==> src/rtl/tinynpu_ctrl_pkg.sv <==
// tinynpu_ctrl_pkg: shared state encoding, default parameters and width helpers for the TinyNPU sequencer
package tinynpu_ctrl_pkg;
  typedef enum logic [3:0] {
    IDLE  = 4'd0,
    LD0   = 4'd1,
    MAC   = 4'd2,
    DRAIN = 4'd3,
    LD1   = 4'd4,
    OUT   = 4'd5
  } state_t;
  function automatic int layer_w(input int max_layers);
    return $clog2(max_layers + 1);
  endfunction
  function automatic int sel_w(input int size);
    return $clog2(size) + 1;
  endfunction
  function automatic int lat_w(input int mac_lat);
    return $clog2(mac_lat + 1);
  endfunction
  localparam int SIZE_DEF       = 4;
  localparam int MAC_LAT_DEF    = 3;
  localparam int MAX_LAYERS_DEF = 8;
  localparam int LAYER_W        = layer_w(MAX_LAYERS_DEF);
  localparam int SEL_W          = sel_w(SIZE_DEF);
  localparam int LAT_W          = lat_w(MAC_LAT_DEF);
endpackage

==> src/rtl/tinynpu_ctr.sv <==
// tinynpu_ctr: up-counter with sync clear and enable that saturates at lim instead of wrapping
module tinynpu_ctr #(
  parameter int W = 4
) (
  input  logic         clk,
  input  logic         rst,
  input  logic         clr,
  input  logic         en,
  input  logic [W-1:0] lim,
  output logic [W-1:0] cnt
);
  always_ff @(posedge clk or negedge rst)
    if (!rst) cnt <= '0;
    else if (clr) cnt <= '0;
    else if (en && cnt != lim) cnt <= cnt + 1'b1;
endmodule

==> src/rtl/tinynpu_seq_ctrl.sv <==
// tinynpu_seq_ctrl: multi-layer TinyNPU sequencer driving FIFO loads, MAC streaming, write-back and drain
module tinynpu_seq_ctrl
  import tinynpu_ctrl_pkg::*;
#(
  parameter int SIZE       = SIZE_DEF,
  parameter int MAC_LAT    = MAC_LAT_DEF,
  parameter int MAX_LAYERS = MAX_LAYERS_DEF
) (
  input  logic                            clk,
  input  logic                            rst,
  input  logic                            cfg_val,
  input  logic [$clog2(MAX_LAYERS+1)-1:0] cfg_layers,
  output logic                            cfg_rdy,
  input  logic                            d2c_x_load_val,
  input  logic                            d2c_w_load_val,
  input  logic [$clog2(SIZE)-1:0]         d2c_w_load_sel,
  input  logic                            d2c_start,
  input  logic                            d2c_x_fifo_empty,
  input  logic [SIZE-1:0]                 d2c_w_fifo_empty,
  output logic                            c2d_x_sel,
  output logic                            c2d_x_fifo_wen,
  output logic [SIZE-1:0]                 c2d_w_fifo_wen,
  output logic                            c2d_istream_val,
  output logic                            c2d_fifo_ren,
  output logic                            c2d_ostream_req,
  output logic [$clog2(SIZE):0]           c2d_ostream_sel,
  output logic                            c2d_mac_rst,
  output logic                            c2d_z_out_sel,
  output logic                            out_val,
  input  logic                            out_rdy,
  output logic                            done,
  output logic [3:0]                      trace_state
);
  localparam int LW = layer_w(MAX_LAYERS);
  localparam int SW = sel_w(SIZE);
  localparam int TW = lat_w(MAC_LAT);
  state_t        state;
  logic [LW-1:0] layers, layers_in, layer_cnt;
  logic [TW-1:0] lat_cnt;
  logic [SW-1:0] sel_cnt;
  logic          empty, lat_hit, sel_full, last, adv, loading;
  assign empty     = d2c_x_fifo_empty & (&d2c_w_fifo_empty);
  assign lat_hit   = lat_cnt == TW'(MAC_LAT - 1);
  assign sel_full  = sel_cnt >= SW'(SIZE);
  assign last      = layer_cnt == layers - 1'b1;
  assign adv       = state == LD1 && sel_full && !last && d2c_start;
  assign loading   = state == LD0 || state == LD1;
  assign layers_in = cfg_layers == '0 ? LW'(1) :
                     cfg_layers > LW'(MAX_LAYERS) ? LW'(MAX_LAYERS) : cfg_layers;
  tinynpu_ctr #(.W(TW)) u_lat (
    .clk, .rst, .clr(state == MAC && empty), .en(state == DRAIN), .lim(TW'(MAC_LAT)), .cnt(lat_cnt)
  );
  tinynpu_ctr #(.W(SW)) u_sel (
    .clk, .rst, .clr(state == DRAIN && lat_hit), .en(state == LD1), .lim(SW'(SIZE)), .cnt(sel_cnt)
  );
  tinynpu_ctr #(.W(LW)) u_layer (
    .clk, .rst, .clr(state == IDLE && cfg_val), .en(adv), .lim(LW'(MAX_LAYERS)), .cnt(layer_cnt)
  );
  always_ff @(posedge clk or negedge rst)
    if (!rst) begin
      state  <= IDLE;
      layers <= '0;
    end else begin
      case (state)
        IDLE:    if (cfg_val) begin
                   layers <= layers_in;
                   state  <= LD0;
                 end
        LD0:     if (d2c_start) state <= MAC;
        MAC:     if (empty) state <= DRAIN;
        DRAIN:   if (lat_hit) state <= LD1;
        LD1:     if (sel_full) state <= last ? OUT : d2c_start ? MAC : LD1;
        OUT:     if (empty) state <= IDLE;
        default: state <= IDLE;
      endcase
    end
  // sel values beyond the lane count match no lane and write nothing
  always_comb begin
    c2d_w_fifo_wen = '0;
    for (int i = 0; i < SIZE; i++)
      c2d_w_fifo_wen[i] = loading && d2c_w_load_val && int'(d2c_w_load_sel) == i;
  end
  assign cfg_rdy         = state == IDLE;
  assign c2d_x_sel       = state == LD1;
  assign c2d_x_fifo_wen  = state == LD0 ? d2c_x_load_val : state == LD1 && !sel_full;
  assign c2d_istream_val = state == MAC && !empty;
  assign c2d_fifo_ren    = !empty && (state == MAC || (state == OUT && out_rdy));
  assign c2d_ostream_req = state == DRAIN && lat_hit;
  assign c2d_ostream_sel = sel_cnt;
  assign c2d_mac_rst     = state == LD1 && sel_full;
  assign c2d_z_out_sel   = state == OUT;
  assign out_val         = state == OUT && !empty;
  assign done            = state == OUT && empty;
  assign trace_state     = state;
endmodule

==> config.mk <==
export PLATFORM = sky130hd
export DESIGN_NAME = tinynpu_seq_ctrl
export DESIGN_NICKNAME = d
export VERILOG_FILES = /design/src/rtl/tinynpu_ctrl_pkg.sv /design/src/rtl/tinynpu_ctr.sv /design/src/rtl/tinynpu_seq_ctrl.sv
export SDC_FILE = /design/constraint.sdc
export NUM_CORES = 1
export LEC_CHECK = 0
export BUFFER_PORTS_ARGS = -buffer_cell sky130_fd_sc_hd__buf_2
export CAP_MARGIN = 5
export CORE_MARGIN = 1
export CORE_UTILIZATION = 35
export DETAILED_ROUTE_END_ITERATION = 10
export GPL_TIMING_DRIVEN = 0
export MAX_ROUTING_LAYER = met4
export PLACE_DENSITY = 0.7
export SKIP_LAST_GASP = 1
export SLEW_MARGIN = 30
export SYNTH_ARGS = -nofsm -noshare
export SYNTH_HDL_FRONTEND = slang
export SYNTH_SLANG_ARGS = --single-unit
==> constraint.sdc <==
create_clock -name clk -period 3.4 [get_ports clk]
set_clock_uncertainty 0.2 [all_clocks]
set_input_delay 0.17 -clock clk [delete_from_list [all_inputs] [get_ports clk]]
set_output_delay 0.17 -clock clk [all_outputs]
set_load 0.05 [all_outputs]
### Word-level counts from Yosys, hierarchy flattened

Cells that the tools add are included.

* add/sub/neg operators: 4
* $mul: 0
* divide/modulo/power cells: 0
* $lt $le $gt $ge: 2
* eq/ne operators: 19
* shift operators: 0
* muxes and demuxes: 18
* bitwise gates (word level): 1
* reductions and logical operators: 34

Operator list (number)
* $mux 4: 10
* $pmux 4 s6: 1
* $logic_and 1x1->1: 20
* $mux 3: 4
* $ne 2x2->1 const B: 6
* $eq 4x2->1 const B: 2
* $eq 4x3->1 const B: 2
* $logic_not 4->1: 2
* $eq 2x2->1 const B: 3
* $reduce_and 6->1: 1
* $reduce_bool 2->1: 3
* $add 4x1->4 const B: 1
* $eq 4x1->1 const B: 1
* $eq 4x4->1: 1
* $gt 4x4->1 const B: 1
* $mux 2: 2
* $ne 4x4->1 const B: 1
* $reduce_and 4->1: 1
* $sub 4x1->4 const B: 1
* $add 3x1->3 const B: 1
* $ge 3x3->1 const B: 1
* $logic_not 1->1: 3
* $ne 3x3->1 const B: 1
* $add 2x1->2 const B: 1
* 7 further kinds: 8

* register bits after elaboration: 17
* bits in latches: 0
* bits in writable memories: 0
* bits in read-only memories: 0
* input bits: 18
* memories kept: 0

### Depth between registers and ports, before layout

Gate-level depths: netlist of the first run.

* depth in word-level cells: 8
* depth in mapped cells: 7

### Modules after synthesis

A second synthesis of the first run with hierarchy kept.

* cells, all modules: 142
* area total of the unflattened synthesis: 1301.2 µm²

By module, submodules not included
* tinynpu_seq_ctrl: instances 1, cells an instance 81, area an instance 674.4 µm²
* tinynpu_ctr (u_layer): instances 1, cells an instance 22, area an instance 250.2 µm²
* tinynpu_ctr (u_sel): instances 1, cells an instance 26, area an instance 244.0 µm²
* tinynpu_ctr (u_lat): instances 1, cells an instance 13, area an instance 132.6 µm²

### Worst setup path before layout of the first run

No wires, ideal clock.

* path type: flip-flop to flip-flop
* from: register state[2], in the netlist trace_state[2]
* to: register layers[3]
* arrival time: 2831 ps
* data required time: 3075 ps
* setup slack: 244 ps
* stages on the path, launching flop included: 5
* buffers on the path: 1
* path through: dfrtp_1 > buf_2 > nor3_1 > nand2_1 > mux2_2

* word-level cells in the longest chain between the ends: 2

RTL lines
* start: declaration: RTL line tinynpu_seq_ctrl.sv:37 `state_t state;`
* start signal: assignment: RTL line tinynpu_seq_ctrl.sv:72 `LD1: if (sel_full) state <= last ? OUT : d2c_start ? MAC : LD1;`
* $logic_not 4->1
* via cfg_rdy: RTL line tinynpu_seq_ctrl.sv:13 `output logic cfg_rdy,`
* $reduce_and 2->1 (no line)
* end signal: assignment: RTL line tinynpu_seq_ctrl.sv:66 `layers <= layers_in;`
* end: declaration: RTL line tinynpu_seq_ctrl.sv:38 `logic [LW-1:0] layers, layers_in, layer_cnt;`

The timed path passes the listed nets, and every way through them passes these cells.
A chain may end at the register's enable or synchronous reset.

### Worst setup path in the final report of the first run

* from: register state[2], in the netlist trace_state[2]
* to: register layers[0]

* word-level cells in the longest chain between the ends: 2

RTL lines
* $logic_not 4->1: RTL line tinynpu_seq_ctrl.sv:64 `case (state)`
* $reduce_and 2->1 (no line)

Every way passes these cells.

==> results of run 1 <==
-- power by group --
part           total [mW]  switching (mW)  internal (mW)
Clock               0.124          0.0584         0.0651
Sequential          0.331          0.0778          0.253
Combinational       0.825           0.536          0.289
-- cells in the final DEF, fill, tap and decap left out, drive strengths merged, types with 3 or more instances in the layout --
cell,instances
nor3,8
nand3,3
xor2,4
nor2,10
ha,7
and3b,3
and3,3
o21ai,11
dlygate4sd3,6
xnor2,4
clkbuf,6
dfrtp,16
buf,40
nand2b,3
a21o,3
inv,9
a21oi,8
nand2,19
mux2i,4
-- timing repair --
item / CTS / global route
hold endpoints to repair: 21 / 0
endpoints found under the setup margin: 0 / 0
hold buffers: 6 / 0
-- kinds of logic (layout without fill, tap and decap cells) --
| kind of cell | after synthesis | after routing | share of synthesized area (%) |
|---|---|---|---|
| compound gates | 29 | 29 | 15.4 |
| fa+ha+maj | 7 | 7 | 7.49 |
| mux | 5 | 5 | 4.39 |
| other cells | 1 | 1 | 0.321 |
| xor+xnor | 9 | 9 | 7.91 |
| flops | 16 | 16 | 34.2 |
| simple gates | 56 | 56 | 25.2 |
| buf+inv | 14 | 61 | 5.03 |
-- critical path: cells and delay by family (launching register included) --
kind	cells	cell delay (ns)
AOI/OAI and AO/OA	1	0.29
buffers and inverters	2	0.79
DFF	1	0.43
and+or+nand+nor	2	0.64
-- cell usage after synthesis, types with 2 or more instances --
master,n,area [um2]
xnor2_1,4,35.0
xor2_1,4,35.0
clkbuf_1,2,7.51
ha_1,7,87.6
mux2i_1,4,40.0
o31ai_1,2,15.0
and3_1,2,12.5
nand2_1,19,71.3
nor3_1,8,40.0
inv_1,9,33.8
and3b_1,3,26.3
nand2b_1,3,18.8
a21o_1,3,22.5
a22oi_1,2,15.0
dfrtp_1,16,400
buf_2,2,10.0
nand3_1,3,15.0
nor2_1,10,37.5
nor2b_1,2,12.5
a21oi_1,7,35.0
o21ai_0,11,55.1
-- final cells by class --
type / instances / share of cell area (%)
multi-input cells: 107 / 47.2
flip-flops and latches: 16 / 26.6
repair buffers: 43 / 16.3
well taps: 44 / 3.65
clock buffers: 4 / 2.41
inverters: 9 / 2.24
plain buffers: 5 / 1.66
-- path summary, 6_finish.rpt --
check                          startpoint        endpoint  slack [ns]
hold reg to reg                 layers[1]       layers[1]        0.33
setup reg to reg           trace_state[2]       layers[0]        1.01
min in group asynchronous             rst       layers[3]        0.13
setup / recovery           trace_state[2]       layers[0]        1.01
hold / removal                  d2c_start  trace_state[1]        0.05
max in group asynchronous             rst  u_layer.cnt[3]        2.61
-- flip-flops by register name (all words and copies together) (netlist names) --
signal / cells
u_lat.cnt: 2
u_sel.cnt: 3
layers: 4
trace_state: 3
u_layer.cnt: 4
-- metal layers --
| layer | part of all wire (%) | wire length [um] | global-route usage, % |
|---|---|---|---|
| met3 | 5.9 | 139 | 1.95 |
| met5 | 0 | 0 | - |
| met4 | 0 | 0 | 3.32 |
| met2 | 43 | 1020 | 24.1 |
| met1 | 51 | 1210 | 17.6 |
==> out/qor.yml, run 1 <==
outcome: "finished clean"
ys_ff_latch: 16
finalNonFillerCells: 228
place_ws_ns: 1.41
synth_cells: 137
port_buffers: 37
drive_gt1_share_pct: 26.6
rsz0062_at_grt: "no"
p_total_mw: 1.28
ioPinCount: 39
fin_crit_sh_pct: 70.3
setup_viol: 0
path_cells: "buf_2 > nor3_1 > nand2_1 > o31ai_1 > dlygate4sd3_1"
ys_seq_area_share_pct: 34.2
synthFlopType: "dfrtp_1"
routabilityCongestion: 0.876
grt_pass1_wl_um: 3750
regArea_um2: 400
postSynth.asyncResetShare_pct: 100
hold_class: "in -> reg"
fillers: 322
multi_input_area_um2: 711
clk_latency_ns: 0.28
wl_um: 2370
grt_pass1_vias: 932
power_density_mw_per_mm2: 849
overflow: 0
final-max-slew-violation-count: 0
cts.sinks: 16
cts_tree: "built"
crit_fanout: 10
grt_usage_pct: 14.1
vias: 1076
cp-start-kind: "flop"
synth_edf_count: 0
cts_max_level: 1
netlist_area_mm2: 0.00117
cellLeakagePower_nw: 0.787
cts_made_buffers: 3
final.setup.tns_ns: 0
arrival_ns: 2.42
final_area_mm2: 0.00151
reg2reg_depth: 5
synth_warnings: 0
max-clock-path-buffers: 2
coreArea_mm2: 0.00310
dp_hpwl_um: 1820
die_h_um: 59.8
post-route-util_pct: 48.5
hold_viol: 0
dieArea_mm2: 0.00358
hold-path-cell-count: 3
critical_path_required_ns: 3.42
synthesis.nets: 162
postCtsSetupBuffers: 0
start_util_pct: 37.7
drtPass1Iterations: 4
vdd_drop_max_uv: 299
fin_nets: 210
placed_cells: 218
antenna_found_initial: 0
wire_per_inst_um: 10.4
dpl_cell_area_mm2: 0.00141
drc_errors: 0
timing.fmax_mhz: 418
grt_max_degree: 17
vias_per_cell: 4.72
synth.distinct_cells: 35
ctsResizeCount: 0
critPathMaxStageDelay_ns: 0.58
critical_path.slowest_cell: "dlygate4sd3_1"
cts_root_buf: "clkbuf_4"
critPathCaptureType: "flop"
setup_ws_ns: 1.01
rows: 20
drtAntennaViolNets: 0
drtIter0Drc: 82
n_antenna_cell: 0
clkTransAtPathRegs_ns: 0.09
period_needed_ns: 2.39
crit_type: "reg -> reg"
maxCapViolCount: 0
syn_area_per_cell_um2: 8.54
area_growth_pct: 28.8
die_x_um: 59.8
hold-worst-slack_ns: 0.0478
No activity file was read; power rests on OpenSTA's default activity.
==> run 2, diff against run 1 <==
--- a/config.mk
+++ b/config.mk
@@ -5,6 +5,7 @@
 export SDC_FILE = /design/constraint.sdc
 export NUM_CORES = 1
 export LEC_CHECK = 0
+export ABC_AREA = 1
 export BUFFER_PORTS_ARGS = -buffer_cell sky130_fd_sc_hd__buf_2
 export CAP_MARGIN = 5
 export CORE_MARGIN = 1
@@ -12,7 +13,7 @@
 export DETAILED_ROUTE_END_ITERATION = 10
 export GPL_TIMING_DRIVEN = 0
 export MAX_ROUTING_LAYER = met4
-export PLACE_DENSITY = 0.7
+export PLACE_DENSITY = 0.72
 export SKIP_LAST_GASP = 1
 export SLEW_MARGIN = 30
 export SYNTH_ARGS = -nofsm -noshare
==> constraint.sdc (replaced) <==
create_clock -name clk -period 2.13 [get_ports clk]
set_clock_uncertainty 0.2 [all_clocks]
set_input_delay 0.1065 -clock clk [delete_from_list [all_inputs] [get_ports clk]]
set_output_delay 0.1065 -clock clk [all_outputs]
set_load 0.05 [all_outputs]
==> run 2 against run 1 <==
Compared with the run above:
- clock-buffer cell count unchanged
- register-to-register slack worse by 0.69 ns
- critical endpoint is now c2d_w_fifo_wen[0]
- the run now ends with hold timing left
- highest routed layer is now met4
- sequential share of layout area decreased by 1.9 points
- global-route usage up 2.7 points
- non-clock buffer count shrank 3
==> out/qor.yml, run 2 <==
rows: 21  # +5.0%
finalNonFillerCells: 272  # +19%
drtAntennaViolNets: 0  # unchanged
vias_per_cell: 4.44  # -5.8%
die_h_um: 60.9  # +1.9%
start_util_pct: 36.4  # -1.3 points
critical_path.slowest_cell: "dfrtp_2"
synth_cells: 179  # +31%
synth.distinct_cells: 26  # -26%
syn_area_per_cell_um2: 6.79  # -20%
maxCapViolCount: 0  # unchanged
drtIter0Drc: 21  # -74%
wl_um: 2620  # +10%
cts_made_buffers: 3  # unchanged
cts_max_level: 1  # unchanged
outcome: "complete, but fails checks"
arrival_ns: 1.71  # -0.71 ns
area_growth_pct: 34.5
synthesis.nets: 204  # +26%
period_needed_ns: 2.02
critical_path_required_ns: 1.82  # -1.60 ns
synth_top_area_share_pct: 32.9  # -1.3 points
port_buffers: 37  # unchanged
grt_pass1_wl_um: 4550  # +21%
place_ws_ns: 0.226  # -1.18 ns
dpl_cell_area_mm2: 0.00153  # +8.5%
post-route-util_pct: 49.0  # +0.46 points
drtPass1Iterations: 4  # unchanged
cp_top_family: "flip-flops"
setup_ws_ns: 0.114  # -0.895 ns
ys_ff_latch: 16  # unchanged
hold-worst-slack_ns: -0.00179  # -0.0496 ns
vias: 1209  # +12%
coreArea_mm2: 0.00334  # +7.5%
final_cell_mix: "nand2_1 (49), inv_1 (34), buf_2 (34)"
ys_seq_area_share_pct: 32.9  # -1.3 points
hold_viol: 1  # +1
final_area_mm2: 0.00164  # +8.6%
clkTransAtPathRegs_ns: 0.10  # about the same
critPathMaxStageDelay_ns: 0.47  # -0.11 ns
antenna_found_initial: 0  # unchanged
netlist_top_cells_count: "nand2_1 (49), inv_1 (34), nor2_1 (18), dfrtp_1 (16), nand3_1 (10)"
critPathCaptureType: "output port"
final-max-slew-violation-count: 0  # unchanged
violations: "hold timing"
path_buf_inv: 2  # unchanged
yosysMostFrequentCell: "nand2_1"
dieArea_mm2: 0.00371  # +3.8%
die_x_um: 60.9  # +1.9%
grt_pass1_vias: 1085  # +16%
hold_class: "in -> reg"
p_total_mw: 2.39  # +87%
final_common_cell: "nand2_1"
n_antenna_cell: 0  # unchanged
power_density_mw_per_mm2: 1460  # +72%
placed_cells: 262  # +20%
crit_type: "reg -> out"
cts_root_buf: "clkbuf_4"
synthFlopType: "dfrtp_1"
path_cells: "nor2_2 > inv_2 > nor2_8 > o21ai_2 > nor3_4 > clkbuf_4"
cp-start-kind: "flop"
fin_nets: 252  # +20%
cts.sinks: 16  # unchanged
netlist_area_mm2: 0.00122  # +4.0%
vdd_drop_max_uv: 1060  # +250%
grt_usage_pct: 16.9  # +2.7 points
overflow: 0  # unchanged
grt_max_degree: 17  # unchanged
clk_latency_ns: 0.29  # about the same
drive_gt1_share_pct: 31.0  # +4.3 points
max-clock-path-buffers: 2  # unchanged
wire_per_inst_um: 9.62  # -7.5%
crit_fanout: 6  # -4
routabilityCongestion: 0.801  # -8.6%
dp_hpwl_um: 2050  # +12%
cellLeakagePower_nw: 0.952  # +21%
final.setup.tns_ns: 0  # unchanged
fin_crit_sh_pct: 94.6
synth_top_area_cell: "dfrtp_1"
cts_tree: "built"
rsz0062_at_grt: "no"
drc_errors: 0  # unchanged
postSynth.asyncResetShare_pct: 100  # unchanged
setup_viol: 0  # unchanged
ioPinCount: 39  # unchanged
synth_warnings: 0  # unchanged
synth_edf_count: 0  # unchanged
synthTopCellsByArea: "dfrtp_1 (33%), nand2_1 (15%), inv_1 (10%), ha_1 (7.2%), nor2_1 (5.6%)"
reg.largest.list: "layers: 4 flops, u_layer.cnt: 4 flops"
timing.fmax_mhz: 496
-- run 2: cell types whose count changed after synthesis, sizes merged, moves of 4 or more --
| cell | change |
|---|---|
| nor2 | +11 |
| nand3 | +9 |
| nor3 | -4 |
| inv | +30 |
| mux2i | -4 |
| nand2 | +33 |
| o22ai | +4 |
-- run 2: repair_timing --
action                                 in CTS  in global routing
endpoints found under the hold margin      22                  0
setup endpoints to repair                   4                  5
hold buffers                                6                  0
resized for setup                           1                  6
setup buffers                               0                  0
-- run 2: path summary, 6_finish.rpt --
| check | start | to | slack [ns] | cells after the start |
|---|---|---|---|---|
| hold / removal | cfg_val | layers[3] | -0.002 | 4 |
| min in group asynchronous | rst | trace_state[0] | 0.05 | 2 |
| max in group asynchronous | rst | trace_state[2] | 1.38 | 2 |
| setup reg to reg | layers[0] | u_layer.cnt[3] | 0.32 | 9 |
| setup / recovery | trace_state[1] | c2d_w_fifo_wen[0] | 0.11 | 6 |
| hold reg to reg | u_layer.cnt[3] | u_layer.cnt[3] | 0.35 | 2 |
-- run 2: cell type report --
class                           instances  area [um2]
Clock buffer                            4        26.3
Sequential cell                        16         404
Inverter                               39         149
Timing Repair Buffer                   43         255
Multi-Input combinational cell        122         731
Tap cell                               46        57.6
Buffer                                  2        12.5
Fill cell                             349        1700
-- run 2: cell families after synthesis --
| group | Yosys count | share of synthesized area (%) |
|---|---|---|
| AND/OR/NAND/NOR | 91 | 34.5 |
| buffers and inverters | 41 | 13.1 |
| AO/OA/AOI/OAI | 19 | 9.16 |
| flip-flops | 16 | 32.9 |
| adder cells (fa/ha/maj) | 7 | 7.20 |
| XOR/XNOR | 4 | 2.88 |
| other | 1 | 0.308 |
-- run 2: power breakdown --
group | leakage, nW | internal, mW | switching, mW
Clock | 0.0150 | 0.0727 | 0.103
Combinational | 0.738 | 0.487 | 1.14
Sequential | 0.199 | 0.443 | 0.149
Total | 0.952 | 1.00 | 1.39
-- run 2: layer usage --
layer / vias to the layer above / wire, um / GRT usage (%)
met1: 545 / 1160 / 20.4
met4: 0 / 17 / 5.19
met3: 4 / 65 / 2.99
li1: 642 / - / -
met2: 18 / 1380 / 28.4
met5: - / 0 / -
-- run 2: worst register-to-register path: stages, from the launching register on --
cell and delay, ns:
dfrtp_1 0.39, inv_1 0.09, ha_1 0.31, xnor2_1 0.13, nor2_1 0.11, nand3_2 0.17
nand3_4 0.13, nand2_2 0.07, nand2_1 0.07, nand2_1 0.05
==> run 3, diff against run 2 <==
==> constraint.sdc (replaced) <==
create_clock -name clk -period 2.13 [get_ports clk]
set_clock_uncertainty 0.2 [all_clocks]
set_input_delay 0.213 -clock clk [delete_from_list [all_inputs] [get_ports clk]]
set_output_delay 0.213 -clock clk [all_outputs]
set_load 0.05 [all_outputs]
==> run 3 against run 2 <==
Compared with the run above:
- the flow now finishes without violations
- global-route usage shrank 0.28 points
- via count is 2.0% lower
- cell count is the same
- worst hold slack better by 0.028 ns
- die area unchanged
- sequential power hardly changed
- first-iteration DRC count up 33%
- critical path depth did not move
- largest power group unchanged
- setup slack lost 0.046 ns
==> out/qor.yml, run 3 (same netlist as run 2, synthesis figures left out) <==
die_h_um: 60.9  # unchanged
cts_made_buffers: 3  # unchanged
port_buffers: 37  # unchanged
drtAntennaViolNets: 0  # unchanged
switching_power_mw: 1.42  # +1.9%
outcome: "finished clean"
wl_um: 2710  # +3.7%
drtIter0Drc: 28  # +33%
internal_power_mw: 1.03  # +3.2%
start_util_pct: 36.4  # unchanged
critPathCaptureType: "output port"
fin_nets: 252  # unchanged
path_cells: "inv_2 > nand2_1 > nor2_4 > o21ai_4 > nor3_4 > buf_6"
dp_hpwl_um: 2090  # +2.0%
die_x_um: 60.9  # unchanged
finalNonFillerCells: 272  # unchanged
highest_layer: "met4"
final_cell_mix: "nand2_1 (49), inv_1 (34), buf_2 (33)"
arrival_ns: 1.65  # -0.06 ns
cellLeakagePower_nw: 0.958  # +0.67%
drtPass1Iterations: 4  # unchanged
area_growth_pct: 36.2
vdd_drop_max_uv: 833  # -21%
vias: 1185  # -2.0%
final_common_cell: "nand2_1"
place_ws_ns: 0.154  # -0.0721 ns
critical_path.slowest_cell: "dfrtp_2"
placed_cells: 262  # unchanged
grt_pass1_wl_um: 4390  # -3.5%
rows: 21  # unchanged
period_needed_ns: 2.06  # +0.0456 ns
overflow: 0  # unchanged
met3_length_um: 70  # +7.7%
antenna_found_initial: 0  # unchanged
vias_per_cell: 4.36  # -2.0%
power_density_mw_per_mm2: 1480  # +1.1%
rsz0062_at_grt: "yes"
n_antenna_cell: 0  # unchanged
path_buf_inv: 2  # unchanged
cp-start-kind: "flop"
fin_crit_sh_pct: 96.8  # +2.1 points
reg.largest.list: "layers: 4 flops, u_layer.cnt: 4 flops"
m1WireLength_um: 1260  # +8.6%
max-clock-path-buffers: 2  # unchanged
final-max-slew-violation-count: 0  # unchanged
hold_viol: 0  # -1
cts_max_level: 1  # unchanged
critical_path_required_ns: 1.72  # -0.10 ns
critPathMaxStageDelay_ns: 0.47  # about the same
setup_viol: 0  # unchanged
clkTransAtPathRegs_ns: 0.11  # about the same
cts_root_buf: "clkbuf_4"
wire_per_inst_um: 9.98  # +3.7%
p_comb_share_pct: 68.7  # +0.7 points
setup_ws_ns: 0.0685  # -0.0456 ns
cts_tree: "built"
power_frac_seq_pct: 24.1  # -0.6 points
grt_usage_pct: 16.6  # -0.28 points
coreArea_mm2: 0.00334  # unchanged
clk_latency_ns: 0.30  # about the same
crit_type: "reg -> out"
drc_errors: 0  # unchanged
dr_wl_met2_um: 1350  # -1.7%
clock_power_share_pct: 7.2  # about the same
swShare_pct: 57.8  # -0.32 points
dieArea_mm2: 0.00371  # unchanged
ioPinCount: 39  # unchanged
cp_top_family: "simple AND/OR/NAND/NOR gates"
crit_fanout: 6  # unchanged
maxCapViolCount: 0  # unchanged
grt_pass1_vias: 1016  # -6.4%
timing.fmax_mhz: 485  # -2.2%
routabilityCongestion: 0.789  # -1.6%
hold_class: "in -> reg"
cts.sinks: 16  # unchanged
grt_max_degree: 17  # unchanged
drive_gt1_share_pct: 32.3  # +1.3 points
==> run 3: changes by cell type in the layout (fill, tap and decap cells not counted), moves of 2 or more <==
cell / previous run / this run
buf_4: 1 / 7
clkbuf_4: 7 / 3
nor2_4: 2 / 4
dlygate4sd3_1: 6 / 4
==> run 3: worst register-to-register path, delay by kind of cell, from the launching register on <==
family,cells,cell delay (ns)
AND/OR/NAND/NOR,6,0.59
XOR/XNOR,1,0.13
adder cells (fa/ha/maj),1,0.31
buffers and inverters,1,0.09
flip-flops,1,0.39
==> run 3: final timing paths <==
| path | slack [ns] | start | end | cells after the start |
|---|---|---|---|---|
| setup / recovery | 0.07 | trace_state[1] | c2d_w_fifo_wen[0] | 6 |
| hold / removal | 0.03 | cfg_layers[3] | layers[3] | 3 |
| setup reg to reg | 0.33 | layers[0] | u_layer.cnt[3] | 9 |
| hold reg to reg | 0.34 | u_layer.cnt[3] | u_layer.cnt[3] | 2 |
| max in group asynchronous | 1.29 | rst | trace_state[2] | 2 |
| min in group asynchronous | 0.14 | rst | u_lat.cnt[1] | 2 |
==> run 3: through the flow <==
step	cell area, um2	setup TNS (ns)	hold WS [ns]	util [%]	power [mW]
after floorplan	1300	0	-0.283	-	1.89
after global placement	1540	0	-0.0483	46.1	2.19
after detailed placement	1540	0	-0.0394	46.1	2.21
after CTS	1620	-0.0493	0.0160	48.6	2.42
after global routing	1660	-0.0258	0.0280	49.6	2.65
final	1660	0	0.0265	49.6	2.45
==> run 3: area by class of cell <==
cell class,instances,area [um2]
buffer,2,12.5
clock buffer,4,26.3
fill,349,1680
inverter,39,149
multi-input combinational,122,751
sequential,16,404
tap,46,57.6
timing repair buffer,43,256
==> run 3: power by group through the flow <==
stage | Clock (mW) | Sequential [mW] | Combinational, mW
3_5_place_dp | 0 | 0.601 | 1.61
5_1_grt | 0.193 | 0.613 | 1.84
2_1_floorplan | 0 | 0.753 | 1.13
6_report | 0.176 | 0.592 | 1.69
4_1_cts | 0.188 | 0.598 | 1.64
3_3_place_gp | 0 | 0.596 | 1.59
==> run 3: layer usage <==
metal | vias up | GRT usage, %
li1 | 639 | -
met1 | 524 | 21.1
met2 | 18 | 26.7
met3 | 4 | 2.56
met4 | 0 | 5.84
met5 | - | -
==> run 3: what timing repair did <==
action / in CTS / in global routing
endpoints found under the setup margin: 5 / 6
hold endpoints to repair: 19 / 0
hold buffers: 4 / 0
resized for setup: 7 / 4
setup buffers: 0 / 2
pin swaps: 0 / 0
